<file path="src/rtl/bus_rr_xbar.sv">
// bus_rr_xbar: round-robin request/grant crossbar between NrHosts hosts and
// NrDevices memory-mapped devices.
//
// Grants are issued in the same cycle as the request. Each grant records
// {host, target} in an in-order tracking FIFO. Responses are routed back to
// hosts in grant order, taken from the FIFO head. Addresses that match no
// device are answered internally with an error response.
//
// Ports:
//   clk_i, rst_ni          clock, asynchronous active-low reset
//   host_req_i/gnt_o       per-host request and combinational grant
//   host_addr/we/be/wdata  per-host request fields (flattened, host 0 in LSBs)
//   host_rvalid/rdata/err  per-host response
//   device_req_o           one-cycle request pulse to the decoded device
//   device_addr/we/be/wdata  granted host's fields, broadcast to all devices
//   device_rvalid/rdata/err  per-device response inputs
//   cfg_device_addr_base/mask  per-device address decode window
//   protocol_err_o         sticky flag for device responses nobody expected
module bus_rr_xbar #(
  parameter int NrHosts        = 2,
  parameter int NrDevices      = 8,
  parameter int DataWidth      = 32,
  parameter int AddressWidth   = 32,
  parameter int MaxOutstanding = 4
) (
  input  logic                             clk_i,
  input  logic                             rst_ni,
  input  logic [NrHosts-1:0]               host_req_i,
  output logic [NrHosts-1:0]               host_gnt_o,
  input  logic [NrHosts*AddressWidth-1:0]  host_addr_i,
  input  logic [NrHosts-1:0]               host_we_i,
  input  logic [NrHosts*DataWidth/8-1:0]   host_be_i,
  input  logic [NrHosts*DataWidth-1:0]     host_wdata_i,
  output logic [NrHosts-1:0]               host_rvalid_o,
  output logic [NrHosts*DataWidth-1:0]     host_rdata_o,
  output logic [NrHosts-1:0]               host_err_o,
  output logic [NrDevices-1:0]             device_req_o,
  output logic [AddressWidth-1:0]          device_addr_o,
  output logic                             device_we_o,
  output logic [DataWidth/8-1:0]           device_be_o,
  output logic [DataWidth-1:0]             device_wdata_o,
  input  logic [NrDevices-1:0]             device_rvalid_i,
  input  logic [NrDevices*DataWidth-1:0]   device_rdata_i,
  input  logic [NrDevices-1:0]             device_err_i,
  input  logic [NrDevices*AddressWidth-1:0] cfg_device_addr_base,
  input  logic [NrDevices*AddressWidth-1:0] cfg_device_addr_mask,
  output logic                             protocol_err_o
);

  localparam int BeWidth = DataWidth / 8;
  localparam int HostW   = (NrHosts > 1) ? $clog2(NrHosts) : 1;
  // One extra target code beyond the real devices names the error responder.
  localparam int TgtW    = $clog2(NrDevices + 1);
  localparam int PtrW    = $clog2(MaxOutstanding);
  localparam int CntW    = PtrW + 1;
  localparam logic [TgtW-1:0] ErrTgt = TgtW'(NrDevices);

  logic [HostW-1:0]        rr_ptr;
  logic                    found;
  logic [HostW-1:0]        winner;
  logic [AddressWidth-1:0] win_addr;
  logic [TgtW-1:0]         win_tgt;
  logic                    grant;

  logic [HostW-1:0]        fifo_host [MaxOutstanding];
  logic [TgtW-1:0]         fifo_tgt  [MaxOutstanding];
  logic [PtrW-1:0]         wr_ptr;
  logic [PtrW-1:0]         rd_ptr;
  logic [CntW-1:0]         count;
  logic [TgtW-1:0]         last_tgt;
  logic                    fifo_empty;
  logic                    fifo_full;

  logic [HostW-1:0]        head_host;
  logic [TgtW-1:0]         head_tgt;
  logic                    head_is_err;
  logic                    head_rvalid;
  logic [DataWidth-1:0]    head_rdata;
  logic                    head_err;
  logic                    stray;
  logic                    pop;

  function automatic logic [HostW-1:0] host_at(input logic [HostW-1:0] base, input int k);
    int sum;
    sum = (int'(base) + k) % NrHosts;
    return HostW'(sum);
  endfunction

  // Round-robin: scan from the host after the last granted one.
  always_comb begin
    found  = 1'b0;
    winner = '0;
    for (int k = 1; k <= NrHosts; k++) begin
      if (!found && host_req_i[host_at(rr_ptr, k)]) begin
        found  = 1'b1;
        winner = host_at(rr_ptr, k);
      end
    end
  end

  assign win_addr = host_addr_i[int'(winner)*AddressWidth +: AddressWidth];

  // Scan downwards so the lowest matching device index has the final say.
  always_comb begin
    win_tgt = ErrTgt;
    for (int d = NrDevices - 1; d >= 0; d--) begin
      if ((win_addr & cfg_device_addr_mask[d*AddressWidth +: AddressWidth]) ==
          cfg_device_addr_base[d*AddressWidth +: AddressWidth]) begin
        win_tgt = TgtW'(d);
      end
    end
  end

  assign fifo_empty = (count == '0);
  assign fifo_full  = (count == CntW'(MaxOutstanding));

  // Switching target is only safe once everything in flight has returned,
  // otherwise two devices could answer out of order. A pop this cycle does
  // not count toward freeing space or emptying the FIFO.
  assign grant = rst_ni && found && !fifo_full && (fifo_empty || (win_tgt == last_tgt));

  always_comb begin
    host_gnt_o     = '0;
    device_req_o   = '0;
    device_addr_o  = '0;
    device_we_o    = 1'b0;
    device_be_o    = '0;
    device_wdata_o = '0;
    if (grant) begin
      host_gnt_o[winner] = 1'b1;
      for (int d = 0; d < NrDevices; d++) begin
        device_req_o[d] = (win_tgt == TgtW'(d));
      end
      device_addr_o  = win_addr;
      device_we_o    = host_we_i[winner];
      device_be_o    = host_be_i[int'(winner)*BeWidth +: BeWidth];
      device_wdata_o = host_wdata_i[int'(winner)*DataWidth +: DataWidth];
    end
  end

  assign head_host   = fifo_host[rd_ptr];
  assign head_tgt    = fifo_tgt[rd_ptr];
  assign head_is_err = !fifo_empty && (head_tgt == ErrTgt);

  // Pick out the head device's response; any other device raising rvalid
  // is answering a request we never sent it.
  always_comb begin
    head_rvalid = 1'b0;
    head_rdata  = '0;
    head_err    = 1'b0;
    stray       = 1'b0;
    for (int d = 0; d < NrDevices; d++) begin
      if (!fifo_empty && (head_tgt == TgtW'(d))) begin
        head_rvalid = device_rvalid_i[d];
        head_rdata  = device_rdata_i[d*DataWidth +: DataWidth];
        head_err    = device_err_i[d];
      end else if (device_rvalid_i[d]) begin
        stray = 1'b1;
      end
    end
  end

  // The error responder answers in the first cycle its entry is at the head.
  assign pop = head_is_err || head_rvalid;

  always_comb begin
    host_rvalid_o = '0;
    host_err_o    = '0;
    host_rdata_o  = '0;
    if (pop) begin
      host_rvalid_o[head_host] = 1'b1;
      host_err_o[head_host]    = head_is_err | head_err;
      host_rdata_o[int'(head_host)*DataWidth +: DataWidth] = head_rdata;
    end
  end

  // FIFO storage carries no reset; validity is defined by count.
  always_ff @(posedge clk_i) begin
    if (grant) begin
      fifo_host[wr_ptr] <= winner;
      fifo_tgt[wr_ptr]  <= win_tgt;
    end
  end

  always_ff @(posedge clk_i or negedge rst_ni) begin
    if (!rst_ni) begin
      rr_ptr         <= HostW'(NrHosts - 1);
      wr_ptr         <= '0;
      rd_ptr         <= '0;
      count          <= '0;
      last_tgt       <= '0;
      protocol_err_o <= 1'b0;
    end else begin
      if (grant) begin
        wr_ptr   <= wr_ptr + 1'b1;
        rr_ptr   <= winner;
        last_tgt <= win_tgt;
      end
      if (pop) begin
        rd_ptr <= rd_ptr + 1'b1;
      end
      if (grant && !pop) begin
        count <= count + 1'b1;
      end else if (!grant && pop) begin
        count <= count - 1'b1;
      end
      if (stray) begin
        protocol_err_o <= 1'b1;
      end
    end
  end

endmodule
</file>
<file path="config.mk">
export PLATFORM = sky130hd
export DESIGN_NAME = bus_rr_xbar
export DESIGN_NICKNAME = d
export VERILOG_FILES = /design/src/rtl/bus_rr_xbar.sv
export SDC_FILE = /design/constraint.sdc
export NUM_CORES = 1
export LEC_CHECK = 0
export BUFFER_PORTS_ARGS = -buffer_cell sky130_fd_sc_hd__buf_2
export CAP_MARGIN = 20
export CORE_AREA = 2 2 423 425
export CTS_CLUSTER_DIAMETER = 30
export DETAILED_ROUTE_END_ITERATION = 10
export DIE_AREA = 0 0 425 427
export GPL_TIMING_DRIVEN = 0
export SETUP_SLACK_MARGIN = 0.4
export SKIP_CTS_REPAIR_TIMING = 1
export SYNTH_ARGS = -nofsm -noshare
export SYNTH_HDL_FRONTEND = slang
export SYNTH_SLANG_ARGS = --single-unit
</file>
<file path="constraint.sdc">
create_clock -name clk_i -period 8.2 [get_ports clk_i]
set_clock_uncertainty 0.1 [all_clocks]
set_input_delay 0.82 -clock clk_i [delete_from_list [all_inputs] [get_ports clk_i]]
set_output_delay 0.82 -clock clk_i [all_outputs]
set_load 0.01 [all_outputs]
</file>
# Word-level counts from Yosys, hierarchy flattened
# Memories as Yosys holds them, arrays and structs flattened.
# Index checks and enable logic that the tools add are counted.
[totals]
memories = 2
mem_bits_ro = 0
reg_bits = 13
output_inout_bits = 148
mem_bits_rw = 20
input_bits = 926
word_cells = 165
latchBits = 0
[mem_list]
columns = ["memory", "words", "width", "read_ports", "rd_clocked_by_memory_dff", "wr", "line_no", "source"]
rows = [
  ["fifo_tgt", 4, 4, 1, 0, 1, "66", "logic [TgtW-1:0] fifo_tgt [MaxOutstanding];"],
  ["fifo_host", 4, 1, 1, 0, 1, "65", "logic [HostW-1:0] fifo_host [MaxOutstanding];"],
]
[op_classes]
order_cmp = 6
n_mux = 75
shifts = 5
n_eq_ne = 25
n_mul = 0
n_addsub = 7
div = 0
reduce_logical = 28
bitwise = 11
[op_table]
columns = ["cell", "count"]
rows = [
  ["two-way mux 32 bit", 10],
  ["AND 32 bit", 8],
  ["== test 32 bit", 8],
  ["variable part select 64 x 7 -> 32 bit", 2],
  ["AND 64 bit", 1],
  ["two-way mux 64 bit", 1],
  ["variable shift 32 x 33 -> 64 bit, first input constant", 1],
  ["variable part select 32 x 33 -> 64 bit", 1],
  ["two-way mux 1 bit", 47],
  ["two-way mux 4 bit", 9],
  ["negator 6 -> 33 bit", 1],
  ["== test 4 x 3 -> 1 bit, second input constant", 8],
  ["logical AND 1 bit", 17],
  ["== test 4 x 2 -> 1 bit, second input constant", 4],
  ["== test 4 x 1 -> 1 bit, second input constant", 2],
  ["zero test 4 bit", 2],
  ["less-than comparator 1 x 2 -> 1 bit, second input constant", 4],
  ["two-way mux 8 bit", 1],
  ["variable part select 8 x 4 -> 4 bit", 1],
  ["two-way mux 2 bit", 3],
  ["two-way mux 3 bit", 2],
  ["zero test 1 bit", 5],
  ["adder 2 x 1 -> 2 bit, second input constant", 2],
  ["== test 4 bit", 1],
  ["other kinds (12)", 16],
]

# Longest topological paths before layout
# Gate-level depths: netlist (run 1).
[depth]
ltp_word = 25
ltp_mapped = 25
ltp_nobuf = 20

# Least setup slack after synthesis (run 1)
# Ideal clock, no wire load.
[synth_timing]
path_kind = "input port to flip-flop"
startpoint = "in host_req_i[0]"
endpoint = "reg count[1]"
setup_ns = 0.125
path_buffers = 5
setup_slack_ns = 3.442
cell_stages = 23
arrival_ns = 4.533
required_ns = 7.975
path_cell_list = "nand2_1 nand2_2 inv_4 buf_8 buf_6 buf_6 mux2i_1 xnor2_1 nand4_1 nor4_1 nand2_1 and2_1 o21a_1 xnor2_1 o211ai_1 o21a_1 buf_2 clkbuf_1 inv_1 ha_1 inv_1 fa_1 mux2_2"
[synth_via]
elab_chain_cells = 23
word_cells_on_any_way = 45
classes_between = "9 x eq/ne; 1 x shift; 17 x mux; 8 x bitwise; 10 x reduce/logical"
[synth_lines]
columns = ["item", "line_no", "source"]
rows = [
  ["start: declaration", "28", "input logic [NrHosts-1:0] host_req_i,"],
  ["two-way mux 1 bit (implied by the code) (2 in series)", "94", "if (!found && host_req_i[host_at(rr_ptr, k)]) begin"],
  ["two-way mux 1 bit", "94", ""],
  ["zero test 1 bit", "94", ""],
  ["logical AND 1 bit", "94", ""],
  ["two-way mux 1 bit (*)", "94", ""],
  ["variable part select 64 x 7 -> 32 bit (*)", "101", "assign win_addr = host_addr_i[int'(winner)*AddressWidth +: AddressWidth];"],
  ["AND 32 bit", "107", "if ((win_addr & cfg_device_addr_mask[d*AddressWidth +: AddressWidth]) =="],
  ["== test 32 bit", "107", ""],
  ["(+8 left out)", "-", ""],
  ["net win_tgt[1]", "62", "logic [TgtW-1:0] win_tgt;"],
  ["== test 4 bit (*)", "120", "assign grant = rst_ni && found && !fifo_full && (fifo_empty || (win_tgt == last_tgt));"],
  ["logical OR 1 bit (*)", "120", ""],
  ["logical AND 1 bit (*)", "120", ""],
  ["net grant", "63", "logic grant;"],
  ["zero test 1 bit", "204", "end else if (!grant && pop) begin"],
  ["logical AND 1 bit", "204", ""],
  ["nonzero test 2 bit (no source line)", "-", ""],
  ["end signal: assignment", "203", "count <= count + 1'b1;"],
  ["end signal: assignment", "205", "count <= count - 1'b1;"],
  ["end: declaration", "69", "logic [CntW-1:0] count;"],
]
# The timed path passes the listed nets; every way through them passes the cells marked *. The select of a mux whose other input is x is not followed.
# A chain may end at the register's enable or synchronous reset.

# Worst setup path in the final report (run 1)
[layout_timing]
startpoint = "in host_req_i[0]"
endpoint = "out device_addr_o[19]"
[layout_via]
elab_chain_cells = 21
word_cells_on_any_way = 41
classes_between = "9 x eq/ne; 1 x shift; 17 x mux; 8 x bitwise; 6 x reduce/logical"
[layout_lines]
columns = ["item", "line_no", "source"]
rows = [
  ["two-way mux 1 bit (implied by the code) (2 in series)", "94", ""],
  ["two-way mux 1 bit", "94", ""],
  ["zero test 1 bit", "94", ""],
  ["logical AND 1 bit", "94", ""],
  ["two-way mux 1 bit (*)", "94", ""],
  ["variable part select 64 x 7 -> 32 bit (*)", "101", ""],
  ["AND 32 bit", "107", ""],
  ["== test 32 bit", "107", ""],
  ["two-way mux 4 bit (7 in series)", "107", ""],
  ["two-way mux 4 bit (*)", "107", ""],
  ["net win_tgt[1]", "62", ""],
  ["== test 4 bit (*)", "120", ""],
  ["logical OR 1 bit (*)", "120", ""],
  ["logical AND 1 bit (*)", "120", ""],
  ["two-way mux 32 bit (*)", "129", "if (grant) begin"],
  ["end: declaration", "38", "output logic [AddressWidth-1:0] device_addr_o,"],
]
# Marked as above.

==> flow_summary.yaml, run 1 <==
floorplan:
  dieArea_mm2: 0.181
  die_w_um: 425
  ioPinCount: 1074
  dieHeight_um: 427
  core_region_area_mm2: 0.177
  rows: 155
  start_util_pct: 7.40
logic_synthesis:
  ys_async_sr_fraction_pct: 39.4
  syn-instance-count: 2066
  synth_area_mm2: 0.0131
  synth-seq-area-share_pct: 7.07
  synthTopCellsByArea: "nand2_1 (23%), mux2i_1 (20%), xnor2_1 (15%)"
  syn-mean-instance-area_um2: 6.35
  synth_flop_cell: "edfxtp_1"
  yosysWarnings: 0
  synth-seq-cells: 33
  netlist.area_leader.share_pct: 23.0
  synth_edf_count: 20
  synth.net_count: 2998
  yosys.area.top_type: "nand2_1"
  synth_cell_types: 49
placed_design:
  dp_cells: 5465
  hpwlAfterDp_mm: 149
  numPortBuffers: 1009
  routabilityCongestion: 1.01
timing:
  fmax_mhz: 131
  fin_crit_sh_pct: 92.8
  drv_slew: 0
  finalHoldViolations: 0
  tns_ns: 0
  worst_pin_slew_ns: 1.26
  rsz0062_at_grt: "no"
  finalSetupViolCount: 0
  slew_headroom_pct: 15.4
  period_minus_slack_ns: 7.61
global_route:
  track_usage_pct: 17.4
  grt_pass1_wl_mm: 201
  antenna_found_initial: 94
  globalRouteOverflowTotal: 0
  grt_pass1_vias: 18005
  grt_max_degree: 15
critical_path:
  end_kind: "primary output"
  startpoint: "host_req_i[0]"
  r2r-start: "rr_ptr"
  path_delay_family: "buffers and inverters"
  path_buf_inv: 8
  reg2regPathDepth: 25
  worst_ep_required_time_ns: 7.28
  startpoint_type: "primary input"
  crit_arrival_ns: 6.69
  crit_slowest_cell: "nor4_1"
  rrSetupSlack_ns: 1.27
  r2r-end: "count[2]"
  slowest_delay_ns: 1.01
  crit_type: "primary input to primary output"
  critPathMaxFanout: 10
  cp_cell_sequence: "buf_2, nand2_1, nand2_2, inv_4, buf_6, buf_4, mux2i_1, xnor2_1, nand4_1, nor4_1, nand2_1, a211oi_1, o21a_1, xnor2_1, o211ai_1, o21a_1, buf_2, buf_6, buf_6, a21oi_2, buf_2"
detailed_routing:
  avgViaCountPerCell: 3.72
  drtIter0Drc: 1954
  drc: 0
  route.vias.total: 20582
  finalWirelength_mm: 169
  dr.pass1.iters: 5
  wl_per_cell_um: 30.6
  ant_nets: 0
clocking:
  clockBufferDepth: 2
  path_clk_slew_ns: 0.05
  cts_tree: "yes"
  clockRootBuffer: "clkbuf_16"
  cts_sinks: 33
  cts_buffers: 5
  htree_levels: 2
  clock_latency_ns: 0.27
worst_hold_path:
  min_path_type: "primary input to async pin"
finish:
  drive_above_1_share_pct: 37.7
  fin_nets: 4053
  stdcell_count: 5533
  syn_to_final_growth_pct: 67.6
power:
  ir_drop_v: 0.000173
  pwr_density_cell_mw_per_mm2: 219
  p_leak_nw: 10.0
run:
  drv_cap: 0
outcome:
  outcome: "complete, no violations"
==> logic make-up after synthesis <==
family / after synthesis / synth area share (%)
compound gates: 288 / 14.0
xor+xnor: 263 / 17.6
fa+ha+maj: 6 / 0.630
buf+inv: 188 / 7.12
flops: 33 / 7.07
mux: 273 / 21.2
simple gates: 1015 / 32.5
==> power by group <==
part           total (mW)  internal [mW]  switching [mW]
Clock               0.175          0.111          0.0640
Combinational        4.39           1.30            3.09
Sequential          0.242          0.219          0.0230
==> cell usage in the layout, fill, tap and decap left out, types with 26 or more instances in the layout <==
| cell | Yosys | layout |
|---|---|---|
| and2_1 | 34 | 34 |
| buf_1 | 71 | 66 |
| xnor2_1 | 228 | 224 |
| buf_6 | 19 | 32 |
| diode_2 | 0 | 56 |
| buf_2 | 6 | 1022 |
| xor2_1 | 35 | 34 |
| o22ai_1 | 29 | 29 |
| a21oi_1 | 157 | 156 |
| and3_1 | 27 | 27 |
| mux2i_1 | 264 | 262 |
| nand2_1 | 805 | 804 |
| clkbuf_1 | 60 | 55 |
| nand4_1 | 59 | 59 |
| a21oi_2 | 40 | 41 |
| a221o_1 | 27 | 27 |
| nor2_1 | 26 | 26 |
==> synth_stat cells, drive strengths merged, types with 4 or more instances <==
| cell | number |
|---|---|
| a21oi | 197 |
| a221o | 27 |
| a221oi | 4 |
| and2 | 34 |
| and3 | 27 |
| buf | 110 |
| clkbuf | 60 |
| dfrtp | 12 |
| edfxtp | 20 |
| ha | 5 |
| inv | 18 |
| mux2 | 6 |
| mux2i | 264 |
| nand2 | 806 |
| nand3 | 11 |
| nand4 | 59 |
| nor2 | 26 |
| nor2b | 4 |
| nor3 | 12 |
| nor4 | 27 |
| o21a | 6 |
| o21ai | 12 |
| o22ai | 29 |
| xnor2 | 228 |
| xor2 | 35 |
==> metal layers <==
layer | GRT usage [%] | part of all wire [%] | wire length [um] | vias to the layer above
li1 | - | - | - | 9151
met1 | 17.6 | 33 | 55400 | 9625
met2 | 32.7 | 53 | 89600 | 1453
met3 | 4.50 | 8.6 | 14600 | 327
met4 | 8.94 | 5.4 | 9060 | 26
met5 | 0.926 | 0.23 | 393 | -
==> flip-flops by register name, summed over array words and instances (netlist names) <==
name,flops
wr_ptr,2
count,3
rd_ptr,2
fifo_tgt,16
fifo_host,4
protocol_err_o,1
rr_ptr,1
last_tgt,4
==> metrics by stage <==
stage	utilization, %	setup WS (ns)	area [um2]	hold slack [ns]	power, mW
2_1_floorplan	-	3.44	13100	0.343	2.24
3_3_place_gp	11.9	-1.77	21100	0.362	4.59
3_5_place_dp	12.2	-0.398	21600	0.370	4.70
4_1_cts	12.3	-0.428	21700	0.381	4.90
5_1_grt	12.4	0.432	21900	0.379	5.08
6_report	12.4	0.587	22000	0.364	4.81
==> worst max path at each step <==
| stage | endpoint | slack, ns | depth (start not counted) |
|---|---|---|---|
| finish | device_addr_o[19] | 0.59 | 21 |
| global route | device_wdata_o[4] | 0.43 | 21 |
| CTS | device_wdata_o[19] | -0.43 | 21 |
| detailed placement | device_wdata_o[19] | -0.40 | 21 |
| global placement | count[1] | -1.77 | 23 |
| floorplan | count[1] | 3.44 | 23 |
==> area by class of cell <==
cell class              count  area [um2]
fillers                 20907      155000
multi-input cells        1845       11400
repair buffers           1048        5530
well taps                2355        2950
flip-flops and latches     33         927
plain buffers             170         877
diodes                     56         140
clock buffers               6         129
inverters                  18        70.1
clock inverters             2        10.0
Power figures use the tool's default switching activity.
==> run 2: changes to the inputs <==
--- a/config.mk
+++ b/config.mk
@@ -5,12 +5,12 @@
 export SDC_FILE = /design/constraint.sdc
 export NUM_CORES = 1
 export LEC_CHECK = 0
-export BUFFER_PORTS_ARGS = -buffer_cell sky130_fd_sc_hd__buf_2
 export CAP_MARGIN = 20
-export CORE_AREA = 2 2 423 425
+export CORE_AREA = 2 2 418 420
 export CTS_CLUSTER_DIAMETER = 30
 export DETAILED_ROUTE_END_ITERATION = 10
-export DIE_AREA = 0 0 425 427
+export DIE_AREA = 0 0 420 422
+export DONT_BUFFER_PORTS = 1
 export GPL_TIMING_DRIVEN = 0
 export SETUP_SLACK_MARGIN = 0.4
 export SKIP_CTS_REPAIR_TIMING = 1
==> flow_summary.yaml, run 2 (synthesis results as in run 1) <==
global_route:
  grt_pass1_wl_mm: 193
  globalRouteOverflowTotal: 0
  grt_max_degree: 15
  track_usage_pct: 17.3
  grt_pass1_vias: 16054
  antenna_found_initial: 56
detailed_routing:
  ant_nets: 0
  drc: 0
  dr.pass1.iters: 6
  avgViaCountPerCell: 3.83
  finalWirelength_mm: 162
  wl_per_cell_um: 36.1
  route.vias.total: 17220
  drtIter0Drc: 1917
outcome:
  outcome: "complete, no violations"
run:
  drv_cap: 0
placed_design:
  hpwlAfterDp_mm: 142
  post-place-ws_ns: -0.584
  dp_cells: 4432
  routabilityCongestion: 0.911
  numPortBuffers: 0
timing:
  fin_crit_sh_pct: 92.4
  finalHoldViolations: 0
  worst_pin_slew_ns: 1.07
  drv_slew: 0
  slew_headroom_pct: 28.6
  rsz0062_at_grt: "yes"
  fmax_mhz: 132
  finalSetupViolCount: 0
  fin_ws_ns: 0.627
  tns_ns: 0
  period_minus_slack_ns: 7.57
critical_path:
  crit_slowest_cell: "mux2i_1"
  reg2regPathDepth: 24
  slowest_delay_ns: 0.57
  r2r-start: "rr_ptr"
  r2r-end: "count[2]"
  crit_arrival_ns: 6.65
  path_delay_family: "buffers and inverters"
  critPathMaxFanout: 10
  startpoint_type: "primary input"
  cp_cell_sequence: "nand2_1, nand2_4, inv_4, buf_4, buf_4, mux2i_1, xnor2_1, nand4_1, nor4_4, nand2_1, a211oi_1, o21a_1, xnor2_1, o211ai_1, o21a_1, buf_2, clkbuf_2, a21oi_1"
  crit_type: "primary input to primary output"
  end_kind: "primary output"
  path_buf_inv: 5
  rrSetupSlack_ns: 1.14
  worst_ep_required_time_ns: 7.28
power:
  power_frac_clock_pct: 4.0
  ir_drop_v: 0.000113
  intPower_mw: 1.38
  pwr_density_cell_mw_per_mm2: 259
  p_seq_share_pct: 5.5
  swShare_pct: 68.7
  power.net_switching_mw: 3.03
  p_leak_nw: 5.88
  p_comb_share_pct: 90.5
floorplan:
  dieArea_mm2: 0.177
  rows: 153
  core_region_area_mm2: 0.173
  ioPinCount: 1074
  dieHeight_um: 422
  start_util_pct: 7.59
  die_w_um: 420
clocking:
  cts_buffers: 5
  cts_tree: "yes"
  htree_levels: 2
  clock_latency_ns: 0.28
  path_clk_slew_ns: 0.05
  clockBufferDepth: 2
  cts_sinks: 33
  clockRootBuffer: "clkbuf_16"
worst_hold_path:
  min_path_type: "primary input to async pin"
finish:
  finalCoreUtilization_pct: 9.84
  fill_cells: 20287
  largest_reg_flops: 16
  drive_above_1_share_pct: 8.51
  final_common_cell: "nand2_1"
  stdcell_count: 4491
  final_cell_mix: "nand2_1 (805), mux2i_1 (263), xnor2_1 (224)"
  largest_register: "fifo_tgt"
  top_regs: "fifo_tgt: 16 flops, fifo_host: 4 flops, last_tgt: 4 flops"
  syn_to_final_growth_pct: 29.7
  fin_nets: 3046
run 2: changes by cell type in the layout (fill, tap and decap cells not counted), moves of 3 or more:
cell / previous run / this run
buf_2: 1022 / 17
buf_8: 20 / 24
nor4_2: 5 / 9
a21oi_1: 156 / 153
diode_2: 56 / 51
nor4_1: 21 / 16
buf_1: 66 / 60
clkbuf_2: 8 / 3
run 2: worst max path at each step:
stage                        from                 end  slack (ns)  cells past startpoint
floorplan           host_req_i[0]            count[1]        3.44                     23
global placement    host_req_i[0]     device_req_o[1]       -1.86                     18
detailed placement  host_req_i[0]     device_req_o[1]       -0.58                     19
CTS                 host_req_i[0]     device_req_o[1]       -0.60                     19
global route        host_req_i[0]         device_we_o        0.39                     19
finish              host_req_i[0]  device_wdata_o[22]        0.63                     18
run 2: power groups by stage:
stage | Sequential [mW] | Clock [mW] | Combinational [mW]
2_1_floorplan | 0.238 | 0 | 2.00
3_3_place_gp | 0.243 | 0 | 3.95
3_5_place_dp | 0.246 | 0 | 4.07
4_1_cts | 0.243 | 0.182 | 4.08
5_1_grt | 0.246 | 0.192 | 4.21
6_report | 0.242 | 0.178 | 3.99
run 2: per-layer routing:
| metal | global-route usage, % | wire length [um] | part of all wire [%] |
|---|---|---|---|
| met1 | 17.1 | 52400 | 32 |
| met2 | 32.4 | 85400 | 53 |
| met3 | 3.52 | 12600 | 7.8 |
| met4 | 11.3 | 11800 | 7.3 |
| met5 | 0 | 41 | 0.025 |
run 2: through the flow:
stage                     hold slack [ns]  total power [mW]  instance area (um2)
after floorplan                     0.343              2.24                13100
after global placement              0.362              4.19                16000
after detailed placement            0.364              4.32                16700
after CTS                           0.133              4.51                16800
after global routing                0.125              4.64                17000
final                               0.141              4.41                17000
run 2: layout make-up:
type,count,area [um2],share of cell area [%]
flip-flops and latches,33,927,5.45
clock inverters,3,17.5,0.103
well taps,2325,2910,17.1
diodes,51,128,0.750
repair buffers,41,529,3.11
multi-input cells,1845,11400,67.1
clock buffers,5,125,0.735
plain buffers,170,886,5.21
inverters,18,70.1,0.412
run 2: worst reg2reg max path, delay by kind of cell, from the launching register on:
family                     cells  cell delay [ns]
and+or+nand+nor                6             1.63
xor gates and xnor gates       4             0.75
AOI/OAI and AO/OA              4             1.06
muxes                          1             0.62
DFF                            1             0.38
buffers and inverters          7             1.85
adders and majority gates      2             0.57
